### src/rtl/reel_spin_ctrl_if.sv
// Request/status bundle between the slot-machine game logic and the reel spin controller.
// Game logic drives up/down; the controller drives the reel offsets and spin status.
interface reel_spin_ctrl_if #(
    parameter int NUM_REELS = 3,
    parameter int POS_W     = 10
);
    logic                         up;
    logic                         down;
    logic [NUM_REELS*POS_W-1:0]   pos;
    logic [NUM_REELS-1:0]         moving;
    logic                         busy;
    logic                         done;
    logic                         dir;

    modport master (output up, down, input pos, moving, busy, done, dir);
    modport slave  (input up, down, output pos, moving, busy, done, dir);
endinterface

### src/rtl/reel_spin_ctrl.sv
// N-reel spin controller: one accelerate/cruise/decelerate spin per request, reels stop staggered.
// Optional macro REEL_SNAP_EN: after its profile each reel creeps at speed 1 until symbol-aligned.
module reel_spin_ctrl #(
    parameter int NUM_REELS = 3,
    parameter int POS_W     = 10,
    parameter int WRAP      = 240,
    parameter int CNT_W     = 11,
    parameter int ACCEL     = 120,
    parameter int BASE_STOP = 600,
    parameter int STAGGER   = 200,
    parameter int SLOW_SPD  = 1,
    parameter int MID_SPD   = 2,
    parameter int FAST_SPD  = 3,
    parameter int SYM_H     = 80
) (
    input  logic              clk,
    input  logic              rst,
    reel_spin_ctrl_if.slave   bus
);

    localparam int              T_LAST_I = BASE_STOP + (NUM_REELS - 1) * STAGGER;
    localparam logic [CNT_W-1:0] T_LAST  = CNT_W'(T_LAST_I);

    logic [CNT_W-1:0]                   cnt_r;
    logic [NUM_REELS-1:0][POS_W-1:0]    pos_r;
    logic                               dir_r;
    logic                               done_r;
    logic [NUM_REELS-1:0][POS_W:0]      spd_s;
    logic [NUM_REELS-1:0][POS_W-1:0]    nxt_pos_s;
    logic [NUM_REELS-1:0]               moving_s;
    logic                               finish_s;
`ifdef REEL_SNAP_EN
    logic                               past_r;
    logic                               all_aligned_s;
`endif

    // Speed profile of reel idx at timer value c; T_i shifts the deceleration ramp per reel.
    function automatic logic [POS_W:0] profile_speed(input logic [CNT_W-1:0] c, input int idx);
        int               t;
        int               ci;
        logic [POS_W:0]   s;
        t  = BASE_STOP + idx * STAGGER;
        ci = int'(c);
        if (ci == 0 || ci > t)            s = '0;
        else if (ci <= ACCEL)             s = (POS_W+1)'(SLOW_SPD);
        else if (ci <= 2 * ACCEL)         s = (POS_W+1)'(MID_SPD);
        else if (ci <= t - 2 * ACCEL)     s = (POS_W+1)'(FAST_SPD);
        else if (ci <= t - ACCEL)         s = (POS_W+1)'(MID_SPD);
        else                              s = (POS_W+1)'(SLOW_SPD);
        return s;
    endfunction

    // Wrap-around step; one extra bit keeps pos+WRAP and pos+s from overflowing.
    function automatic logic [POS_W-1:0] step_pos(input logic [POS_W-1:0] p_in,
                                                  input logic [POS_W:0]   s,
                                                  input logic             d);
        logic [POS_W:0] p;
        logic [POS_W:0] w;
        logic [POS_W:0] r;
        p = {1'b0, p_in};
        w = (POS_W+1)'(WRAP);
        if (d) begin
            if (p < s) r = (p + w) - s;
            else       r = p - s;
        end else begin
            if (p + s >= w) r = (p + s) - w;
            else            r = p + s;
        end
        return r[POS_W-1:0];
    endfunction

    // Per-reel speed, next position and motion flag.
    always_comb begin
        spd_s     = '0;
        nxt_pos_s = pos_r;
        moving_s  = '0;
`ifdef REEL_SNAP_EN
        all_aligned_s = 1'b1;
`endif
        for (int i = 0; i < NUM_REELS; i++) begin
`ifdef REEL_SNAP_EN
            if (past_r || int'(cnt_r) > BASE_STOP + i * STAGGER) begin
                if (int'(pos_r[i]) % SYM_H != 0) spd_s[i] = (POS_W+1)'(1);
                else                             spd_s[i] = '0;
            end else begin
                spd_s[i] = profile_speed(cnt_r, i);
            end
`else
            spd_s[i] = profile_speed(cnt_r, i);
`endif
            nxt_pos_s[i] = step_pos(pos_r[i], spd_s[i], dir_r);
            moving_s[i]  = (spd_s[i] != '0);
`ifdef REEL_SNAP_EN
            if (int'(nxt_pos_s[i]) % SYM_H != 0) all_aligned_s = 1'b0;
            else                                 all_aligned_s = all_aligned_s;
`endif
        end
    end

    // The spin ends at T_LAST, or later once every reel has crept onto a symbol boundary.
`ifdef REEL_SNAP_EN
    assign finish_s = (cnt_r == T_LAST) && all_aligned_s;
`else
    assign finish_s = (cnt_r == T_LAST);
`endif

    // Spin timer, direction latch, done pulse and reel positions.
    always_ff @(posedge clk or negedge rst) begin
        if (!rst) begin
            cnt_r  <= '0;
            pos_r  <= '0;
            dir_r  <= 1'b1;
            done_r <= 1'b0;
`ifdef REEL_SNAP_EN
            past_r <= 1'b0;
`endif
        end else begin
            done_r <= 1'b0;
            pos_r  <= nxt_pos_s;
            if (cnt_r == '0) begin
                if (bus.up || bus.down) begin
                    cnt_r <= CNT_W'(1);
                    dir_r <= bus.up;
                end
            end else if (finish_s) begin
                cnt_r  <= '0;
                done_r <= 1'b1;
`ifdef REEL_SNAP_EN
                past_r <= 1'b0;
`endif
            end else if (cnt_r != T_LAST) begin
                cnt_r <= cnt_r + CNT_W'(1);
            end else begin
`ifdef REEL_SNAP_EN
                past_r <= 1'b1;
`endif
            end
        end
    end

    assign bus.pos    = pos_r;
    assign bus.moving = moving_s;
    assign bus.busy   = (cnt_r != '0);
    assign bus.done   = done_r;
    assign bus.dir    = dir_r;

endmodule

### src/flat_wrapper.sv
// flat-port wrapper written by rule: the top's interface ports become plain ports
module reel_spin_ctrl_flat 
#(
    parameter int NUM_REELS = 3,
    parameter int POS_W     = 10,
    parameter int WRAP      = 240,
    parameter int CNT_W     = 11,
    parameter int ACCEL     = 120,
    parameter int BASE_STOP = 600,
    parameter int STAGGER   = 200,
    parameter int SLOW_SPD  = 1,
    parameter int MID_SPD   = 2,
    parameter int FAST_SPD  = 3,
    parameter int SYM_H     = 80
)
  (clk, rst, bus_up, bus_down, bus_pos, bus_moving, bus_busy, bus_done, bus_dir);
  reel_spin_ctrl_if #(.NUM_REELS(NUM_REELS), .POS_W(POS_W)) bus_i ();
  input  logic clk;
  input  logic rst;
  input wire logic [$bits(bus_i.up)-1:0] bus_up;
  input wire logic [$bits(bus_i.down)-1:0] bus_down;
  output wire logic [$bits(bus_i.pos)-1:0] bus_pos;
  output wire logic [$bits(bus_i.moving)-1:0] bus_moving;
  output wire logic [$bits(bus_i.busy)-1:0] bus_busy;
  output wire logic [$bits(bus_i.done)-1:0] bus_done;
  output wire logic [$bits(bus_i.dir)-1:0] bus_dir;
  assign bus_i.up = bus_up;
  assign bus_i.down = bus_down;
  assign bus_pos = bus_i.pos;
  assign bus_moving = bus_i.moving;
  assign bus_busy = bus_i.busy;
  assign bus_done = bus_i.done;
  assign bus_dir = bus_i.dir;
  reel_spin_ctrl #(.NUM_REELS(NUM_REELS), .POS_W(POS_W), .WRAP(WRAP), .CNT_W(CNT_W), .ACCEL(ACCEL), .BASE_STOP(BASE_STOP), .STAGGER(STAGGER), .SLOW_SPD(SLOW_SPD), .MID_SPD(MID_SPD), .FAST_SPD(FAST_SPD), .SYM_H(SYM_H)) u_core (.clk(clk), .rst(rst), .bus(bus_i));
endmodule
### config.mk
export PLATFORM = sky130hd
export DESIGN_NAME = reel_spin_ctrl_flat
export DESIGN_NICKNAME = d
export VERILOG_FILES = /design/src/rtl/reel_spin_ctrl_if.sv /design/src/rtl/reel_spin_ctrl.sv /design/src/flat_wrapper.sv
export SDC_FILE = /design/constraint.sdc
export NUM_CORES = 1
export LEC_CHECK = 0
export CORE_MARGIN = 2
export CORE_UTILIZATION = 39
export CTS_BUF_LIST = sky130_fd_sc_hd__clkbuf_8
export CTS_CLUSTER_SIZE = 24
export DETAILED_ROUTE_END_ITERATION = 10
export PLACE_DENSITY_LB_ADDON = 0.3
export SLEW_MARGIN = 20
export SYNTH_ARGS = -nofsm -noshare
export SYNTH_HDL_FRONTEND = slang
export SYNTH_SLANG_ARGS = --single-unit
### constraint.sdc
create_clock -name clk -period 4.6 [get_ports clk]
set_input_delay 0.46 -clock clk [delete_from_list [all_inputs] [get_ports clk]]
set_output_delay 0.46 -clock clk [all_outputs]
set_load 0.05 [all_outputs]
==> flow_metrics.py, run 1 <==
metrics = {
    "floorplan": {
        "die_area_mm2": 0.0141,
        "core-area_mm2": 0.0127,
        "io_pins": 40,
        "row_count": 41,
        "initial_core_util": 0.402,
        "die_height_um": 119,
        "die_x_um": 119,
    },
    "route": {
        "drtIter0Drc": 299,
        "vias": 4792,
        "drt-vias-per-instance": 5.71,
        "drcViolationCount": 0,
        "first_pass_iters": 4,
        "ant_nets": 0,
        "m1WireLength_um": 6310,
        "post_drt_wl_per_cell_um": 16.0,
        "wirelength_um": 13400,
        "routed.top_layer": "met4",
        "met3WireLength_um": 671,
        "met2_length_um": 6210,
    },
    "timing": {
        "finalCriticalPeriod_ps": 4310,
        "setup_tns_ps": 0,
        "slew_headroom": 0.595,
        "fin_skew_ps": 14.5,
        "fmax_ghz": 0.232,
        "finalHoldViolations": 0,
        "slew_viol_final": 0,
        "setup_viol": 0,
        "worst_pin_slew_ps": 608,
        "min_period_over_period": 0.938,
        "rsz0062_at_grt": "no",
    },
    "finish": {
        "areaGrowthSynthToFinish_pct": 13.0,
        "drive_gt1_frac": 0.0705,
        "diodes": 0,
        "fill_cells": 1315,
        "seqCellArea_mm2": 0.00108,
        "multi_input_area_mm2": 0.00368,
        "nNetsFinal": 728,
        "fin_util": 0.454,
    },
    "yosys": {
        "syn_avg_cell_area_um2": 7.95,
        "synth_cell_type_count": 80,
        "synth_nets": 706,
        "syn_area_mm2": 0.00512,
        "seq_area_frac_synth": 0.210,
        "synth-edff-count": 0,
        "synth_ff_type": "dfrtp_1",
        "ys_warn_count": 0,
        "synthArstFlopShare": 1.00,
        "ys_ff_latch": 43,
        "synth_top_area_share": 0.205,
        "synth_top_area_cell": "dfrtp_1",
        "syn_inst": 644,
        "synth.area.top_cells": "dfrtp_1, ha_1, inv_1, nor2_1, xnor2_1",
    },
    "status": {
        "outcome": "complete, no violations",
    },
    "clock_tree": {
        "cts-root-buf": "clkbuf_8",
        "clk_latency_ps": 330,
        "htree_levels": 2,
        "cts_sinks": 43,
        "clk_path_buf_depth": 2,
        "cts_tree": "yes",
        "cts_setup_buffers": 0,
        "path_clk_slew_ps": 100,
        "numCtsBuffers": 5,
    },
    "pwr": {
        "pwr-share-comb": 0.018,
        "intPower_w": 0.000485,
        "vdd_ir_drop_max_uv": 126,
        "cellLeakagePower_nw": 2.48,
        "p_seq_frac": 0.583,
        "swShare": 0.252,
        "p_per_area_mw_per_mm2": 112,
        "p_sw_w": 0.000163,
        "pwr-share-clk": 0.399,
    },
    "worst_setup_path": {
        "arrival_ps": 4570,
        "ff2ff_setup_slack_ps": 290,
        "r2r_start": "u_core.cnt_r[2]$_DFFE_PN0P_",
        "cpLargestDelayFamily": "compound AO/OA/AOI/OAI gates",
        "r2r_cells": 13,
        "worstSetupEndpointType": "register",
        "cp.depth": 13,
        "path_common_cell": "o21ai_0",
        "cp_slowest_stage_delay_ps": 650,
        "crit_chain": "or4_1, o21ai_0, a21oi_1, nor3_2, nand3_1, ha_1, nor2b_1, o211ai_1, a2111oi_1, a2bb2oi_2, o21ai_0, a31oi_1, xor2_1",
        "cp_slowest_cell": "or4_1",
        "cp_max_fo": 7,
        "critPathBufInv": 0,
        "path_class": "reg2reg",
        "r2r-end": "u_core.bus.pos[15]$_DFF_PN0_",
        "critPathCapture": "u_core.bus.pos[15]$_DFF_PN0_",
        "crit_start": "u_core.cnt_r[2]$_DFFE_PN0P_",
        "worstPathRequired_ps": 4860,
        "cp-start-kind": "register",
    },
    "placed_design": {
        "gp_congestion": 0.909,
        "post-dp-hpwl_um": 9930,
        "numPortBuffers": 39,
    },
    "flow_run": {
        "max_cap_viol_count": 0,
    },
    "grt": {
        "grt_overflow": 0,
        "grt_pass1_vias": 4560,
        "grt_pass1_wl_um": 22700,
        "antenna_found_initial": 0,
        "grt_start_max_net_pins": 44,
        "track_usage": 0.194,
    },
    "worst_hold_path": {
        "hold_path.class": "in2async",
    },
}
kinds of logic after synthesis:
family	after synthesis	share of synthesized area
and+or+nand+nor	227	0.237
AOI/OAI and AO/OA	156	0.210
buffers and inverters	102	0.0814
adders and majority gates	59	0.157
DFF	43	0.210
xor gates and xnor gates	40	0.0699
muxes	17	0.0335
area by class of cell:
class / instances / area share
multi-input combinational: 499 / 0.636
sequential: 43 / 0.187
timing repair buffer: 52 / 0.0835
inverter: 65 / 0.0422
tap: 172 / 0.0372
clock buffer: 5 / 0.0119
clock inverter: 3 / 0.00281
state kept, by name (all words and copies together), names as in the netlist:
register         flops
u_core.cnt_r        11
u_core.bus.done      1
u_core.bus.pos      30
u_core.bus.dir       1
cell usage after synthesis (5+ instances only):
library cell	count
xor2_1	13
and3_1	7
nand2b_1	10
o21ai_1	8
clkbuf_1	19
nor2_1	61
mux2i_1	16
nand4b_1	6
o2111ai_1	5
ha_1	49
a211o_1	5
inv_1	61
o211ai_1	13
o21a_1	8
or3_1	10
nand4_1	7
o21ai_0	21
a21oi_1	38
xnor2_1	26
nand3_1	29
fa_1	9
dfrtp_1	42
buf_2	15
nor2b_1	9
nor3_1	25
nand2_1	34
o22ai_1	5
worst min path at each step:
| stage | from | end | slack (ps) | cells after the start |
|---|---|---|---|---|
| 3_3_place_gp | u_core.cnt_r[1]$_DFFE_PN0P_ | u_core.cnt_r[1]$_DFFE_PN0P_ | 550 | 2 |
| 6_report | rst | u_core.bus.pos[13]$_DFF_PN0_ | 220 | 2 |
| 3_5_place_dp | u_core.bus.pos[23]$_DFF_PN0_ | u_core.bus.pos[23]$_DFF_PN0_ | 570 | 1 |
| 5_1_grt | rst | u_core.bus.pos[13]$_DFF_PN0_ | 270 | 2 |
| 2_1_floorplan | rst | u_core.bus.done$_DFF_PN0_ | 160 | 0 |
| 4_1_cts | rst | u_core.bus.pos[13]$_DFF_PN0_ | 230 | 2 |
power by group through the flow:
stage                       logic (W)  clock network [W]  registers [W]
after floorplan           0.000000485                  0       0.000385
final                       0.0000115           0.000258       0.000378
after CTS                   0.0000125           0.000277       0.000378
after detailed placement    0.0000125                  0       0.000385
after global routing        0.0000137           0.000290       0.000378
after global placement      0.0000127                  0       0.000385
timing repair:
action / 4_1_cts / 5_1_grt
hold buffers: 0 / 0
gates resized for setup: 0 / 14
setup endpoints to repair: 0 / 12
layout by cell type, fill, tap and decap left out, types with 22 or more instances in the layout:
master           instances
nand2_1                 34
clkdlybuf4s50_1         38
xnor2_1                 26
ha_1                    48
nor2_1                  61
inv_1                   62
nor3_1                  22
dfrtp_1                 41
a21oi_1                 37
nand3_1                 29
through the flow:
stage	std cells	setup slack, ps	hold WS (ps)	cell area [um2]	power (W)
2_1_floorplan	644	160	164	5120	0.000386
3_3_place_gp	831	323	553	5650	0.000398
3_5_place_dp	831	101	567	5650	0.000398
4_1_cts	839	95.4	227	5730	0.000667
5_1_grt	839	39.8	268	5780	0.000681
6_report	839	287	219	5780	0.000648
metal layers:
| metal | track usage | vias to the layer above |
|---|---|---|
| li1 | - | 2335 |
| met1 | 0.266 | 2298 |
| met2 | 0.304 | 139 |
| met3 | 0.0357 | 20 |
| met4 | 0.0677 | 0 |
| met5 | 0 | - |
Note: power is estimated with default switching activity, not from simulation.
==> run 2, diff against run 1 <==
- CORE_MARGIN: 2 -> not set
- CORE_UTILIZATION: 39 -> 60
==> flow_metrics.py, run 2 (same netlist as run 1, synthesis figures left out) <==
metrics = {
    "flow_run": {
        "max_cap_viol_count": 0,
    },
    "finish": {
        "mostFrequentLayoutCells": "inv_1, nor2_1, ha_1",
        "fill_cells": 687,
        "areaGrowthSynthToFinish_pct": 10.5,
        "multi_input_area_mm2": 0.00366,
        "fin_util": 0.689,
        "largest_reg_flops": 30,
        "seqCellArea_mm2": 0.00108,
        "finalNonFillerCells": 768,
        "nNetsFinal": 724,
        "final_area_mm2": 0.00566,
        "drive_gt1_frac": 0.0618,
        "diodes": 0,
    },
    "grt": {
        "track_usage": 0.291,
        "antenna_found_initial": 0,
        "grt_pass1_wl_um": 20900,
        "grt_start_max_net_pins": 44,
        "grt_pass1_vias": 4470,
        "grt_overflow": 0,
    },
    "placed_design": {
        "pre_cts_slack_ps": 195,
        "gp_congestion": 0.988,
        "dp_cells": 759,
        "numPortBuffers": 39,
        "place_area_mm2": 0.00553,
        "post-dp-hpwl_um": 9400,
    },
    "worst_setup_path": {
        "cp-start-kind": "register",
        "cp_max_fo": 11,
        "worstSetupEndpointType": "register",
        "crit_start": "u_core.cnt_r[3]$_DFFE_PN0P_",
        "r2r_start": "u_core.cnt_r[3]$_DFFE_PN0P_",
        "ff2ff_setup_slack_ps": 260,
        "path_class": "reg2reg",
        "arrival_ps": 4520,
        "worstPathRequired_ps": 4780,
    },
    "pwr": {
        "intPower_w": 0.000489,
        "p_seq_frac": 0.575,
        "pwr-share-clk": 0.408,
        "p_per_area_mw_per_mm2": 116,
        "pwr-share-comb": 0.017,
        "total_power_w": 0.000657,
        "p_sw_w": 0.000167,
        "vdd_ir_drop_max_uv": 112,
        "swShare": 0.255,
        "cellLeakagePower_nw": 2.45,
    },
    "floorplan": {
        "core-area_mm2": 0.00822,
        "die_x_um": 94.4,
        "die_height_um": 94.4,
        "row_count": 33,
        "die_area_mm2": 0.00890,
        "io_pins": 40,
        "initial_core_util": 0.623,
    },
    "clock_tree": {
        "cts_tree": "yes",
        "numCtsBuffers": 5,
        "cts_sinks": 43,
        "clk_latency_ps": 310,
        "cts-root-buf": "clkbuf_8",
        "path_clk_slew_ps": 100,
        "htree_levels": 2,
        "clk_path_buf_depth": 2,
    },
    "route": {
        "wirelength_um": 12600,
        "drcViolationCount": 0,
        "first_pass_iters": 5,
        "drtIter0Drc": 262,
        "drt-vias-per-instance": 6.23,
        "vias": 4785,
        "ant_nets": 0,
        "post_drt_wl_per_cell_um": 16.4,
    },
    "timing": {
        "setup_viol": 0,
        "min_period_over_period": 0.943,
        "finalWorstSetupSlack_ps": 264,
        "slew_headroom": 0.597,
        "fmax_ghz": 0.231,
        "worst_pin_slew_ps": 605,
        "fin_skew_ps": 13.5,
        "finalCriticalPeriod_ps": 4340,
        "slew_viol_final": 0,
        "finalHoldViolations": 0,
    },
    "status": {
        "outcome": "complete, no violations",
    },
    "worst_hold_path": {
        "hold_path.class": "in2async",
    },
}
-- run 2: cell count changes in the layout (fill, tap and decap cells not counted), sizes merged --
| cell | delta |
|---|---|
| buf | -4 |
| clkinv | -1 |
| clkinvlp | +1 |
-- run 2: timing repair --
action | CTS | global route
hold buffers | 0 | 0
setup buffers | 0 | 1
setup endpoints to repair | 0 | 11
endpoints found under the hold margin | 0 | 0
resized for setup | 0 | 8
-- run 2: power groups by stage --
stage               clock network [W]    logic (W)  registers, W
floorplan                           0  0.000000485      0.000385
global placement                    0    0.0000112      0.000385
detailed placement                  0    0.0000115      0.000385
CTS                          0.000274    0.0000115      0.000378
global route                 0.000286    0.0000132      0.000378
finish                       0.000268    0.0000111      0.000378
-- run 2: path summary, 6_finish.rpt --
| check | end | cells after the start |
|---|---|---|
| min | u_core.bus.pos[24]$_DFF_PN0_ | 1 |
| max in group asynchronous | u_core.cnt_r[0]$_DFFE_PN0P_ | 1 |
| min in group clk | u_core.cnt_r[0]$_DFFE_PN0P_ | 1 |
| max | u_core.bus.pos[7]$_DFF_PN0_ | 16 |
| max reg2reg | u_core.bus.pos[7]$_DFF_PN0_ | 16 |
| min reg2reg | u_core.cnt_r[0]$_DFFE_PN0P_ | 1 |
-- run 2: layout make-up --
class / instances / area share
Clock buffer: 5 / 0.0122
Inverter: 65 / 0.0431
Sequential cell: 43 / 0.190
Clock inverter: 3 / 0.00420
Tap cell: 105 / 0.0232
Multi-Input combinational cell: 499 / 0.646
Timing Repair Buffer: 48 / 0.0805
-- run 2: metal layers --
layer	vias to the layer above	track usage	wire, um
li1	2313	-	-
met1	2254	0.391	5540
met2	191	0.485	6100
met3	27	0.0338	758
met4	0	0.100	230
met5	-	0	0
-- run 2: through the flow --
step	hold slack [ps]	TNS, ps
floorplan	164	0
global placement	552	0
detailed placement	568	0
CTS	368	0
global route	206	-17.7
finish	137	0
-- run 2: critical path, cell delays in order, from the launching register on --
cell	delay, ps
dfrtp_1	510
or4_1	650
nor2_1	160
o21a_1	150
o211ai_1	90
a21oi_1	190
nor3_2	80
ha_1	220
inv_1	90
fa_1	290
nand4b_1	290
nor3_1	90
a211o_1	310
a211oi_2	320
nand2_1	270
a2111oi_1	420
a21oi_1	70
